[src/rtl/spi_arb_pkg.sv]
// spi_arb_pkg: shared state type and constants for the SPI command arbiter
package spi_arb_pkg;
    localparam int SPI_MOSI_W = 24;
    localparam int SPI_MISO_W = 8;
    localparam logic [SPI_MOSI_W-1:0] AD9517_RD_ID = 24'h008003;
    typedef enum logic [2:0] {IDLE, ARB, ISSUE, WAIT_RISE, WAIT_FALL, ACK} arb_state_e;
endpackage

[src/rtl/rr_arbiter.sv]
// rr_arbiter: combinational round-robin pick, search starts one above last grant
//   req_i  : request vector
//   last_i : index of the previous grant
//   gnt_o  : one-hot grant (zero when no request)
//   idx_o  : index of gnt_o
module rr_arbiter #(
    parameter int NUM_REQ = 3,
    parameter int IW      = $clog2(NUM_REQ)
) (
    input  logic [NUM_REQ-1:0] req_i,
    input  logic [IW-1:0]      last_i,
    output logic [NUM_REQ-1:0] gnt_o,
    output logic [IW-1:0]      idx_o
);
    logic [IW-1:0] c;
    // walk from farthest to nearest so the client right after last_i wins
    always_comb begin
        gnt_o = '0;
        idx_o = '0;
        c = '0;
        for (int i = NUM_REQ; i >= 1; i--) begin
            c = IW'((int'(last_i) + i) % NUM_REQ);
            if (req_i[c]) begin
                gnt_o = '0;
                gnt_o[c] = 1'b1;
                idx_o = c;
            end
        end
    end
endmodule

[src/rtl/spi_cmd_arbiter.sv]
// spi_cmd_arbiter: shares one SPI master between NUM_REQ cfg clients, round-robin, one transaction per grant
//   i_req_wr/i_req_rd/i_req_data : per-client level requests and instruction words
//   o_req_busy/o_req_ack/o_req_err/o_rd_data : per-client status, completion pulse, error, read result
//   o_spi_wr_cmd/o_spi_rd_cmd/o_spi_wr_data  : strobes and word to the SPI master
//   i_spi_rd_data/i_spi_busy                 : SPI master result and busy
//   SPI_ARB_TIMEOUT_EN: when defined, a busy level held DONE_TO cycles ends the transaction with error
module spi_cmd_arbiter
    import spi_arb_pkg::*;
#(
    parameter int NUM_REQ = 3,
    parameter int MOSI_W  = SPI_MOSI_W,
    parameter int MISO_W  = SPI_MISO_W,
    parameter int RISE_TO = 15
`ifdef SPI_ARB_TIMEOUT_EN
    ,
    parameter int DONE_TO = 65535
`endif
) (
    input  logic                      clk,
    input  logic                      rst,
    input  logic [NUM_REQ-1:0]        i_req_wr,
    input  logic [NUM_REQ-1:0]        i_req_rd,
    input  logic [NUM_REQ*MOSI_W-1:0] i_req_data,
    output logic [NUM_REQ-1:0]        o_req_busy,
    output logic [NUM_REQ-1:0]        o_req_ack,
    output logic                      o_req_err,
    output logic [MISO_W-1:0]         o_rd_data,
    output logic                      o_spi_wr_cmd,
    output logic                      o_spi_rd_cmd,
    output logic [MOSI_W-1:0]         o_spi_wr_data,
    input  logic [MISO_W-1:0]         i_spi_rd_data,
    input  logic                      i_spi_busy
);
    localparam int IW = $clog2(NUM_REQ);
    localparam int CW = 16;
    arb_state_e         state_q;
    logic [NUM_REQ-1:0] gnt, gnt_q, ack_q;
    logic [IW-1:0]      idx, idx_q, ptr_q;
    logic [MOSI_W-1:0]  word, wr_data_q;
    logic [MISO_W-1:0]  rd_data_q;
    logic [CW-1:0]      cnt_q;
    logic               wr_cmd_q, rd_cmd_q, op_wr_q, err_q, sel_wr;
    rr_arbiter #(.NUM_REQ(NUM_REQ), .IW(IW)) u_rr (
        .req_i (i_req_wr | i_req_rd),
        .last_i(ptr_q),
        .gnt_o (gnt),
        .idx_o (idx)
    );
    always_comb begin
        word = '0;
        for (int i = 0; i < NUM_REQ; i++) word = gnt[i] ? i_req_data[i*MOSI_W +: MOSI_W] : word;
    end
    // write wins when a client raises both wr and rd
    assign sel_wr        = |(gnt & i_req_wr);
    assign o_req_busy    = {NUM_REQ{rst || state_q != IDLE || i_spi_busy}};
    assign o_req_ack     = ack_q;
    assign o_req_err     = err_q;
    assign o_rd_data     = rd_data_q;
    assign o_spi_wr_cmd  = wr_cmd_q;
    assign o_spi_rd_cmd  = rd_cmd_q;
    assign o_spi_wr_data = wr_data_q;
    always_ff @(posedge clk) begin
        if (rst) begin
            state_q   <= IDLE;
            gnt_q     <= '0;
            ack_q     <= '0;
            idx_q     <= '0;
            ptr_q     <= IW'(NUM_REQ - 1);
            wr_data_q <= '0;
            rd_data_q <= '0;
            cnt_q     <= '0;
            wr_cmd_q  <= 1'b0;
            rd_cmd_q  <= 1'b0;
            op_wr_q   <= 1'b0;
            err_q     <= 1'b0;
        end else begin
            wr_cmd_q <= 1'b0;
            rd_cmd_q <= 1'b0;
            ack_q    <= '0;
            case (state_q)
                IDLE: state_q <= (|(i_req_wr | i_req_rd) && !i_spi_busy) ? ARB : IDLE;
                ARB: begin
                    // a request withdrawn before this cycle simply returns to IDLE
                    if (|gnt) begin
                        gnt_q     <= gnt;
                        idx_q     <= idx;
                        wr_data_q <= word;
                        op_wr_q   <= sel_wr;
                        wr_cmd_q  <= sel_wr;
                        rd_cmd_q  <= !sel_wr;
                        cnt_q     <= '0;
                        state_q   <= ISSUE;
                    end else state_q <= IDLE;
                end
                ISSUE: state_q <= WAIT_RISE;
                WAIT_RISE: begin
                    if (i_spi_busy) begin
                        cnt_q   <= '0;
                        state_q <= WAIT_FALL;
                    end else if (cnt_q == CW'(RISE_TO - 1)) begin
                        err_q   <= 1'b1;
                        ack_q   <= gnt_q;
                        state_q <= ACK;
                    end else cnt_q <= cnt_q + 1'b1;
                end
                WAIT_FALL: begin
                    if (!i_spi_busy) begin
                        rd_data_q <= op_wr_q ? rd_data_q : i_spi_rd_data;
                        ack_q     <= gnt_q;
                        state_q   <= ACK;
                    end
`ifdef SPI_ARB_TIMEOUT_EN
                    else if (cnt_q == CW'(DONE_TO - 1)) begin
                        err_q   <= 1'b1;
                        ack_q   <= gnt_q;
                        state_q <= ACK;
                    end else cnt_q <= cnt_q + 1'b1;
`endif
                end
                ACK: begin
                    err_q   <= 1'b0;
                    ptr_q   <= idx_q;
                    state_q <= IDLE;
                end
                default: state_q <= IDLE;
            endcase
        end
    end
endmodule
[config.mk]
export PLATFORM = sky130hd
export DESIGN_NAME = spi_cmd_arbiter
export DESIGN_NICKNAME = d
export VERILOG_FILES = /design/src/rtl/spi_arb_pkg.sv /design/src/rtl/rr_arbiter.sv /design/src/rtl/spi_cmd_arbiter.sv
export SDC_FILE = /design/constraint.sdc
export NUM_CORES = 1
export LEC_CHECK = 0
export ABC_AREA = 1
export CAP_MARGIN = 25
export CORE_MARGIN = 1
export CORE_UTILIZATION = 45
export DETAILED_ROUTE_END_ITERATION = 16
export PLACE_DENSITY = 0.8
export SLEW_MARGIN = 10
export SYNTH_ARGS = -nofsm -noshare
export SYNTH_HDL_FRONTEND = slang
export SYNTH_SLANG_ARGS = --single-unit
[constraint.sdc]
create_clock -name clk -period 2.44 [get_ports clk]
set_clock_uncertainty 0.2 [all_clocks]
set_input_delay 0.61 -clock clk [delete_from_list [all_inputs] [get_ports clk]]
set_output_delay 0.61 -clock clk [all_outputs]
set_load 0.005 [all_outputs]
# After elaboration in Yosys (flattened, before gate mapping)
# Cells that the tools add are included.
# totals
regBits,65
romBits,0
elab_cells,102
memories,0
mem_bits_rw,0
out_inout_bits,41
latchBits,0
# classes
reduce_logical,21
div,3
shift,0
bitwise_logic,6
multipliers,0
n_addsub,4
n_lt_le_gt_ge,6
mux,38
eq_ne,12
# ops
cell,count
remainder unit 32 x 3 -> 32 bit (second input constant),3
two-way mux 24 bit,3
two-way mux 16 bit,3
one-hot mux 16 bit (2 select lines),1
two-way mux 3 bit,9
adder 16 x 1 -> 16 bit (second input constant),1
== test 16 x 4 -> 1 bit (second input constant),1
one-hot mux 3 bit (5 select lines),1
OR reduction 3 bit,4
< comparator 2 x 3 -> 1 bit (second input constant),3
two-way mux 1 bit,9
AND reduction 3 bit,3
two-way mux 2 bit,4
inequality test 2 bit (second input constant),4
adder 2 x 2 -> 3 bit (second input constant),2
binary-select mux 1 bit (select 2 bit),3
demux 1 bit (select 2 bit),3
== test 3 x 2 -> 1 bit (second input constant),2
== test 3 bit (second input constant),2
>= comparator 2 x 1 -> 1 bit (second input constant),3
inequality test 3 bit (second input constant),2
one-hot mux 3 bit (2 select lines),1
logical AND 1 bit,4
NOT 1 bit,4
other kinds (11),15

# Logic depth before layout (Yosys ltp)
# Gate-level depths: netlist of run 1.
# depth
word_depth,12
mapped_depth,19
ltp_nobuf,18

# By module
# Synthesis of run 1 repeated with hierarchy kept, for this count alone.
# hier_totals
hier_cells,578
area_unflattened_um2,3781.1
# by_module_without_submodules
mod,area_per_inst_um2,instances,seq_area_each_um2,cells_per_inst
spi_cmd_arbiter,3513.4,1,1301.2,524
rr_arbiter,267.8,1,0.0,54

# Least setup slack after synthesis of run 1
# Ideal clock, no wire load.
# synth_timing
kind,input-to-output
startpoint,in rst
endpoint,out o_req_busy[1]
required_ps,1630
stages,5
arrival_time_ps,1636
path_slack_ps,-6
path_cell_list,inv_1 > clkbuf_1 > buf_1 > nand4_1 > buf_4
# synth_between
elab_chain_len,2
# synth_rtl
item,line,source
from (decl),spi_cmd_arbiter.sv:20,"input logic rst,"
logical OR 1 bit (2 in series),spi_cmd_arbiter.sv:55,assign o_req_busy = {NUM_REQ{rst || state_q != IDLE || i_spi_busy}};
to (decl),spi_cmd_arbiter.sv:24,"output logic [NUM_REQ-1:0] o_req_busy,"
# No other way between the ends.

# Worst setup path after layout of run 1
# layout_timing
startpoint,reg ptr_q[0]
endpoint,"reg wr_data_q[17], in the netlist o_spi_wr_data[17]"
# layout_between
elab_chain_len,12
# layout_rtl
item,line,source
from (decl),spi_cmd_arbiter.sv:38,"logic [IW-1:0] idx, idx_q, ptr_q;"
from (signal assigned),spi_cmd_arbiter.sv:68,ptr_q <= IW'(NUM_REQ - 1);
from (signal assigned),spi_cmd_arbiter.sv:122,ptr_q <= idx_q;
adder 2 x 2 -> 3 bit,rr_arbiter.sv:22,c = IW'((int'(last_i) + i) % NUM_REQ);
remainder unit 32 x 3 -> 32 bit,rr_arbiter.sv:22,
< comparator 2 x 3 -> 1 bit (implied by the code) or >= comparator 2 x 1 -> 1 bit (tied branches),rr_arbiter.sv:25,gnt_o[c] = 1'b1;
logical AND 1 bit (implied by the code),rr_arbiter.sv:25,
two-way mux 1 bit (implied by the code),rr_arbiter.sv:25,
demux 1 bit (select 2 bit),-,
two-way mux 3 bit (2 in series),rr_arbiter.sv:23,if (req_i[c]) begin
two-way mux 3 bit *,rr_arbiter.sv:23,
two-way mux 24 bit (3 in series),spi_cmd_arbiter.sv:51,for (int i = 0; i < NUM_REQ; i++) word = gnt[i] ? i_req_data[i*MOSI_W +: MOSI_W] : word;
to (signal assigned),spi_cmd_arbiter.sv:87,wr_data_q <= word;
to (decl),spi_cmd_arbiter.sv:39,"logic [MOSI_W-1:0] word, wr_data_q;"
# Every way passes the cells marked *; elsewhere a longest branch is shown, timed or not. The select of a mux whose other input is x is not followed.
# A chain may end at the register's enable or synchronous reset.

==> qor.csv, run 1 <==
stage,metric,value,unit
placement,dp.cells,792,
synthesis,ys_warn_count,0,
setup_path,slowest_delay,350,ps
setup_path,worstReg2RegStart,ptr_q[0]$_SDFFE_PP0P_,
final_layout,drive_gt1_share,22.0,%
clock_tree,root_buffer,clkbuf_8,
clock_tree,clock_sinks,65,
synthesis,synth_fp_nets,646,
global_routing,grt_pass1_wl,18700,um
synthesis,synth_cells,551,
power,power_leakage,2.53,nW
placement,dp.final_hpwl,8640,um
clock_tree,cts_made_buffers,9,
floorplanning,die_h,92.1,um
route,viasPerCell,5.23,
clock_tree,cts_tree,done,
final_layout,post-route-util,75.4,%
setup_path,start_kind,flop,
sta,slew_viol_final,0,
placement,io_buffer_count,129,
setup_path,critical_path_class,flop to flop,
final_layout,multi_input_area,2160,um^2
setup_path,end_kind,flop,
synthesis,syn_avg_cell_area,6.63,um^2
setup_path,crit_fanout,8,
sta,whs,259,ps
sta,finalHoldViolations,0,
route,drt-initial-drc-count,145,
setup_path,crit_required,2530,ps
sta,min_period,2450,ps
final_layout,nNetsFinal,817,
clock_tree,clk_latency,350,ps
route,dr.pass1.iters,5,
route,wl_per_cell,14.9,um
setup_path,worst-path-buf-inv,4,
setup_path,cpMostUsedCell,nand2_2,
sta,fin_ws,-13.6,ps
sta,worstMarginPinSlew,440,ps
setup_path,worstPathArrival,2540,ps
setup_path,cp_top_family,simple AND/OR/NAND/NOR gates,
global_routing,grt_use_met1,31.1,%
power,power,3.37,mW
global_routing,grt_pass1_vias,4126,
setup_path,rr_endpoint,o_spi_wr_data[17]$_SDFFE_PP0P_,
synthesis,syn-cell-area,3650,um^2
sta,max_freq,408,MHz
clock_tree,clk_pin_slew,80,ps
floorplanning,coreArea,7810,um^2
global_routing,grt_start_max_net_pins,30,
synthesis,synth-seq-area-share,35.6,%
synthesis,ys_ff_latch,65,
setup_path,path_cells,inv_2 > ha_4 > inv_4 > nand2_2 > nand2_1 > nand2_1 > nand2_2 > or2_1 > nand2_2 > nand2_4 > nand2_4 > nand2_8 > nor2_4 > buf_12 > buf_12 > nand2_2 > o21ai_2,
floorplanning,die_width,92.1,um
global_routing,track_usage,27.8,%
outcome,status,"finished, violations left",
sta,fin_crit_sh,101,%
power,vdd_drop_max,0.000408,V
route,finalWirelength,12400,um
global_routing,met2_usage,52.4,%
setup_path,r2r_setup_slack,-10,ps
hold_path,whs_path_depth,2,
route,drc,0,
sta,maxSlewHeadroom,70.4,%
global_routing,met3_usage,4.15,%
final_layout,area.growth.synth_to_final,61.3,%
global_routing,grt_overflow,0,
sta,grt_setup_unrepaired,yes,
final_layout,seq_area,1310,um^2
synthesis,synth.distinct_cells,36,
placement,gp_congestion,0.866,
final_layout,final_cell_mix,"135 x nand2_1, 120 x clkdlybuf4s50_1, 62 x nand3_1, 62 x dfxtp_1, 54 x nor2_1",
final_layout,final_common_cell,nand2_1,
floorplanning,start_util,46.8,%
global_routing,antenna_found_initial,0,
outcome,violations,negative setup slack,
clock_tree,h-tree-depth,3,
global_routing,top_usage_layer,met2,
setup_path,r2r_cells,17,
final_layout,fillers,568,
floorplanning,die-area,8480,um^2
flow_run,maxCapViolations,0,
placement,dpl_worst_slack,-388,ps
sta,final-setup-viol-count,4,
floorplanning,fp-row-count,32,
setup_path,crit_start,ptr_q[0]$_SDFFE_PP0P_,
route,ant_nets,0,
hold_path,min-delay-start,o_spi_wr_data[16]$_SDFFE_PP0P_,
final_layout,antenna_cells,0,
route,vias,4332,
power,powerDensity,572,nW/um^2
hold_path,min_to,o_spi_wr_data[16]$_SDFFE_PP0P_,
hold_path,hp-class,flop to flop,
clock_tree,clockBufferDepth,2,
setup_path,slowest_stage,dfxtp_2,
floorplanning,ioPinCount,130,
final_layout,finalNonFillerCells,829,
==> sequential cells by signal (all words and copies together) (netlist names) <==
| signal | flops |
|---|---|
| o_spi_wr_data | 24 |
| cnt_q | 16 |
| o_rd_data | 8 |
| gnt_q | 3 |
| o_req_ack | 3 |
| state_q | 3 |
| idx_q | 2 |
| ptr_q | 2 |
| o_req_err | 1 |
| o_spi_rd_cmd | 1 |
| o_spi_wr_cmd | 1 |
| op_wr_q | 1 |
==> cell usage after synthesis, drive strengths merged <==
| cell type | number | area [um^2] |
|---|---|---|
| nand2 | 176 | 741 |
| nand3 | 68 | 353 |
| dfxtp | 65 | 1300 |
| nor2 | 63 | 259 |
| inv | 52 | 198 |
| a21oi | 26 | 168 |
| o21ai | 25 | 129 |
| nor3 | 17 | 95.1 |
| buf | 14 | 97.6 |
| clkbuf | 10 | 37.5 |
| nand4 | 8 | 50.1 |
| o211ai | 7 | 52.6 |
| ha | 6 | 75.1 |
| nand3b | 3 | 22.5 |
| or2 | 3 | 18.8 |
| a211oi | 2 | 15.0 |
| nor4 | 2 | 12.5 |
| o22ai | 2 | 12.5 |
| o21a | 1 | 7.51 |
| o31ai | 1 | 7.51 |
==> worst max-delay path by stage <==
stage / to / slack (ps) / depth (start not counted)
final: o_spi_wr_data[17]$_SDFFE_PP0P_ / -10 / 17
after global placement: o_spi_wr_data[23]$_SDFFE_PP0P_ / -270 / 16
after CTS: o_spi_wr_data[15]$_SDFFE_PP0P_ / -20 / 15
after floorplan: o_req_busy[1] / 90 / 5
after global routing: o_spi_wr_data[12]$_SDFFE_PP0P_ / -120 / 17
after detailed placement: cnt_q[15]$_SDFFE_PP0P_ / -390 / 17
==> worst register-to-register path: stages (launching register included) <==
cell and delay [ps]:
dfxtp_2 350, inv_2 60, ha_4 290, inv_4 50, nand2_2 50, nand2_1 50, nand2_1 80, nand2_2 110
or2_1 270, nand2_2 120, nand2_4 70, nand2_4 100, nand2_8 80, nor2_4 150, buf_12 140, buf_12 130
nand2_2 60, o21ai_2 50
==> repair_timing <==
| action | in CTS | in global routing |
|---|---|---|
| hold endpoints to repair | 0 | 0 |
| pin swaps | 9 | 17 |
| gates resized for setup | 12 | 54 |
| setup endpoints to repair | 35 | 49 |
| hold buffers | 0 | 0 |
| setup buffers | 9 | 11 |
| gates cloned | 1 | 0 |
==> routing by layer <==
layer	up-vias	part of all wire [%]
met1	2013	39
met5	-	0
met2	163	52
li1	2126	-
met4	0	2.3
met3	30	6.1
==> through the flow <==
| stage | cell area [um^2] | setup TNS, ps |
|---|---|---|
| 2_1_floorplan | 3650 | 0 |
| 3_3_place_gp | 5270 | -11780 |
| 3_5_place_dp | 5270 | -17080 |
| 4_1_cts | 5650 | -52.2 |
| 5_1_grt | 5890 | -2640 |
| 6_report | 5890 | -33.1 |
==> cells by family after synthesis <==
group | after synthesis | synth area share (%)
flip-flops | 65 | 35.6
adder cells (fa/ha/maj) | 6 | 2.06
AO/OA/AOI/OAI | 64 | 10.7
buffers and inverters | 76 | 9.11
AND/OR/NAND/NOR | 340 | 42.5
==> where the power goes <==
| group | internal, mW | switching (mW) |
|---|---|---|
| Clock | 0.710 | 0.451 |
| Sequential | 1.15 | 0.0644 |
| Combinational | 0.527 | 0.469 |
==> cell type report <==
| type | count | share of cell area (%) |
|---|---|---|
| Clock buffer | 10 | 2.34 |
| Clock inverter | 6 | 1.93 |
| Inverter | 52 | 3.40 |
| Multi-Input combinational cell | 410 | 36.7 |
| Sequential cell | 65 | 22.2 |
| Tap cell | 102 | 2.17 |
| Timing Repair Buffer | 184 | 31.3 |
No activity file was read; power rests on OpenSTA's default activity.
==> inputs of run 2 (changes only) <==
- CORE_UTILIZATION: 45 -> 46
- PLACE_DENSITY: 0.8 -> 0.81
- SYNTH_HIERARCHICAL: default -> 1
==> run 2 against run 1 <==
  * Combinational power down 2.4%
  * Non-clock buffer count down 14
  * Sequential share of layout area up 0.49 points
  * Total power down 7.3%
  * Clock-buffer cell count up 3
  * Cell area down 2.1%
  * Utilization down 1.9 points
  * Worst hold slack worse by 28 ps
  * Synthesized cell count up 4.9%
  * The flow still finishes with violations (negative setup slack)
  * Critical endpoint is now cnt_q[3]$_SDFFE_PP0P_
==> qor.csv, run 2 <==
stage,metric,value,unit,change
power,power_leakage,2.32,nW,-8.4%
sta,slew_viol_final,0,,unchanged
setup_path,crit_required,2450,ps,-80 ps
flow_run,maxCapViolations,0,,unchanged
synthesis,synth-edff-count,0,,unchanged
sta,finalHoldViolations,0,,unchanged
floorplanning,die-area,8590,um^2,+1.3%
synthesis,syn-cell-area,3780,um^2,+3.5%
clock_tree,root_buffer,clkbuf_8,,
setup_path,critical_path_class,input pin to flop,,
outcome,status,"finished, violations left",,
route,wl_met1,5040,um,+3.2%
global_routing,grt_overflow,0,,unchanged
final_layout,largest_reg_flops,24,,unchanged
route,dr.max_layer_used,met4,,
clock_tree,cts_tree,done,,
sta,whs,231,ps,-28.1 ps
final_layout,antenna_cells,0,,unchanged
synthesis,synth_cells,578,,+4.9%
clock_tree,clock_sinks,65,,unchanged
final_layout,fillers,601,,+5.8%
route,drt-initial-drc-count,206,,+42%
route,viasPerCell,5.45,,+4.3%
global_routing,grt_pass1_vias,4224,,+2.4%
hold_path,hp-class,flop to flop,,
floorplanning,ioPinCount,130,,unchanged
sta,grt_setup_unrepaired,yes,,
clock_tree,holdBufCountCts,0,,unchanged
synthesis,ys_ff_latch,65,,unchanged
floorplanning,start_util,48.2,%,+1.4 points
floorplanning,die_width,92.7,um,+0.62%
sta,final-setup-viol-count,4,,unchanged
synthesis,synth.distinct_cells,35,,-2.8%
setup_path,end_kind,flop,,
route,vias,4553,,+5.1%
route,finalWirelength,12600,um,+1.7%
global_routing,grt_pass1_wl,19600,um,+4.7%
final_layout,final_cell_mix,"146 x nand2_1, 120 x clkdlybuf4s50_1, 66 x a21oi_1, 63 x dfxtp_1, 42 x nor2_1",,
synthesis,ys_warn_count,6,,+6
synthesis,synth-seq-area-share,34.4,%,-1.2 points
sta,max_freq,402,MHz,-1.5%
route,ant_nets,0,,unchanged
synthesis,yosys_most_used_dff,dfxtp_1,,
floorplanning,coreArea,7850,um^2,+0.51%
setup_path,worstPathArrival,2500,ps,-40 ps
sta,min_period,2490,ps,+36.1 ps
outcome,violations,negative setup slack,,
floorplanning,fp-row-count,32,,unchanged
final_layout,final_common_cell,nand2_1,,
sta,maxSlewHeadroom,66.0,%,-4.4 points
synthesis,ys_top_cells_by_area,"dfxtp_1 34%, nand2_1 16%, a21oi_1 9.1%",,
global_routing,track_usage,28.6,%,+0.76 points
placement,io_buffer_count,129,,unchanged
clock_tree,clockBufferDepth,2,,unchanged
final_layout,area.growth.synth_to_final,52.5,%,
setup_path,start_kind,input pin,,
route,routed-wl-met3,942,um,+25%
synthesis,yosysMostFrequentCell,nand2_1,,
sta,setup_tns,-136,ps,-102 ps
global_routing,grt_start_max_net_pins,35,,+17%
clock_tree,clk_latency,340,ps,about the same
sta,fin_crit_sh,102,%,+1.5 points
route,dr.pass1.iters,7,,+2
placement,gp_congestion,0.872,,+0.70%
synthesis,synth_commonest_cells,"158 x nand2_1, 69 x a21oi_1, 65 x dfxtp_1, 53 x o21ai_0, 47 x nor2_1",,
power,vdd_drop_max,0.000382,V,-6.3%
synthesis,syn_avg_cell_area,6.54,um^2,-1.3%
final_layout,nNetsFinal,823,,+0.73%
floorplanning,die_h,92.7,um,+0.62%
placement,dp.final_hpwl,8510,um,-1.5%
setup_path,crit_fanout,15,,+7
clock_tree,cts_made_buffers,9,,unchanged
sta,worstMarginPinSlew,506,ps,+66.2 ps
route,met2_length,6280,um,-2.8%
synthesis,synth_top_area_share,34.4,%,-1.2 points
sta,fin_ws,-49.7,ps,-36.1 ps
route,wl_per_cell,15.1,um,+0.94%
synthesis,synth_fp_nets,673,,+4.2%
synthesis,postSynth.asyncResetShare,0,%,unchanged
final_layout,drive_gt1_share,19.9,%,-2.1 points
synthesis,yosys.area.top_type,dfxtp_1,,
clock_tree,clk_pin_slew,70,ps,about the same
global_routing,antenna_found_initial,0,,unchanged
route,drc,0,,unchanged
power,powerDensity,541,nW/um^2,-5.3%
clock_tree,h-tree-depth,3,,unchanged
## run 2: cell types whose count changed in the layout (fill, tap and decap cells not counted), moves of 10 or more
cell	before	now
inv_1	41	26
nand2_2	33	20
o21ai_0	14	35
a21oi_1	16	66
nand4_1	8	18
nand2_1	135	146
nor3_1	14	4
nor2_1	54	42
nand3_1	62	36
## run 2: timing repair
item / in CTS / in global routing
buffers inserted: 8 / 5
setup endpoints to repair: 51 / 52
resized for setup: 48 / 42
cloned: 0 / 0
pin swaps: 20 / 23
hold endpoints to repair: 0 / 0
## run 2: per-stage QoR
step / instances / power (mW) / setup WS, ps / area [um^2] / util [%]
after floorplan: 578 / 1.68 / 7.29 / 3810 / -
after global placement: 806 / 2.12 / -499 / 5310 / 67.6
after detailed placement: 806 / 2.14 / -545 / 5310 / 67.6
after CTS: 830 / 3.08 / -12.3 / 5630 / 71.7
after global routing: 835 / 3.27 / -150 / 5770 / 73.5
final: 835 / 3.12 / -49.7 / 5770 / 73.5
## run 2: per-layer routing
| metal | GRT usage, % | up-vias |
|---|---|---|
| met3 | 9.20 | 34 |
| met1 | 34.2 | 2119 |
| met4 | 9.62 | 0 |
| met2 | 48.1 | 183 |
| met5 | 0 | - |
| li1 | - | 2217 |
## run 2: power by group
group          switching [mW]  internal [mW]  total [mW]
combinational           0.479          0.493       0.972
sequential             0.0755           1.16        1.24
clock                   0.414          0.498       0.912
## run 2: critical path, cell delays in order
cell and delay [ps]:
dlygate4sd2_1 250, nor2_2 160, inv_2 90, inv_2 90, nand2_2 50, nand3_2 70
nand2_2 80, nand3_2 80, nand2_2 60, nand2_2 80, nand2_4 70, nor2_4 130
nand2_2 80, nand2_4 130, nand2_4 90, nand2_8 150, inv_2 80, nand2_1 100
a21oi_1 70
## run 2: logic make-up after synthesis
logic type	share of synthesized area [%]
fa+ha+maj	1.99
compound gates	20.2
buf+inv	8.34
simple gates	35.1
flops	34.4
## run 2: layout make-up
cell class | count | area (um^2) | area share [%]
clock inverters | 3 | 40.0 | 0.694
clock buffers | 13 | 149 | 2.58
repair buffers | 170 | 1620 | 28.0
flip-flops and latches | 65 | 1310 | 22.7
inverters | 41 | 164 | 2.84
multi-input cells | 441 | 2360 | 41.0
well taps | 102 | 128 | 2.21
## run 2: path summary, 6_finish.rpt
kind / from / end / slack [ps] / cells past startpoint
worst max register to register: ptr_q[0]$_SDFFE_PP0P_ / cnt_q[3]$_SDFFE_PP0P_ / -50 / 17
worst min register to register: gnt_q[0]$_SDFFE_PP0P_ / o_req_ack[0]$_SDFF_PP0_ / 230 / 2
worst max-delay path: i_req_wr[0] / cnt_q[3]$_SDFFE_PP0P_ / -50 / 19
worst min-delay path: gnt_q[0]$_SDFFE_PP0P_ / o_req_ack[0]$_SDFF_PP0_ / 230 / 2
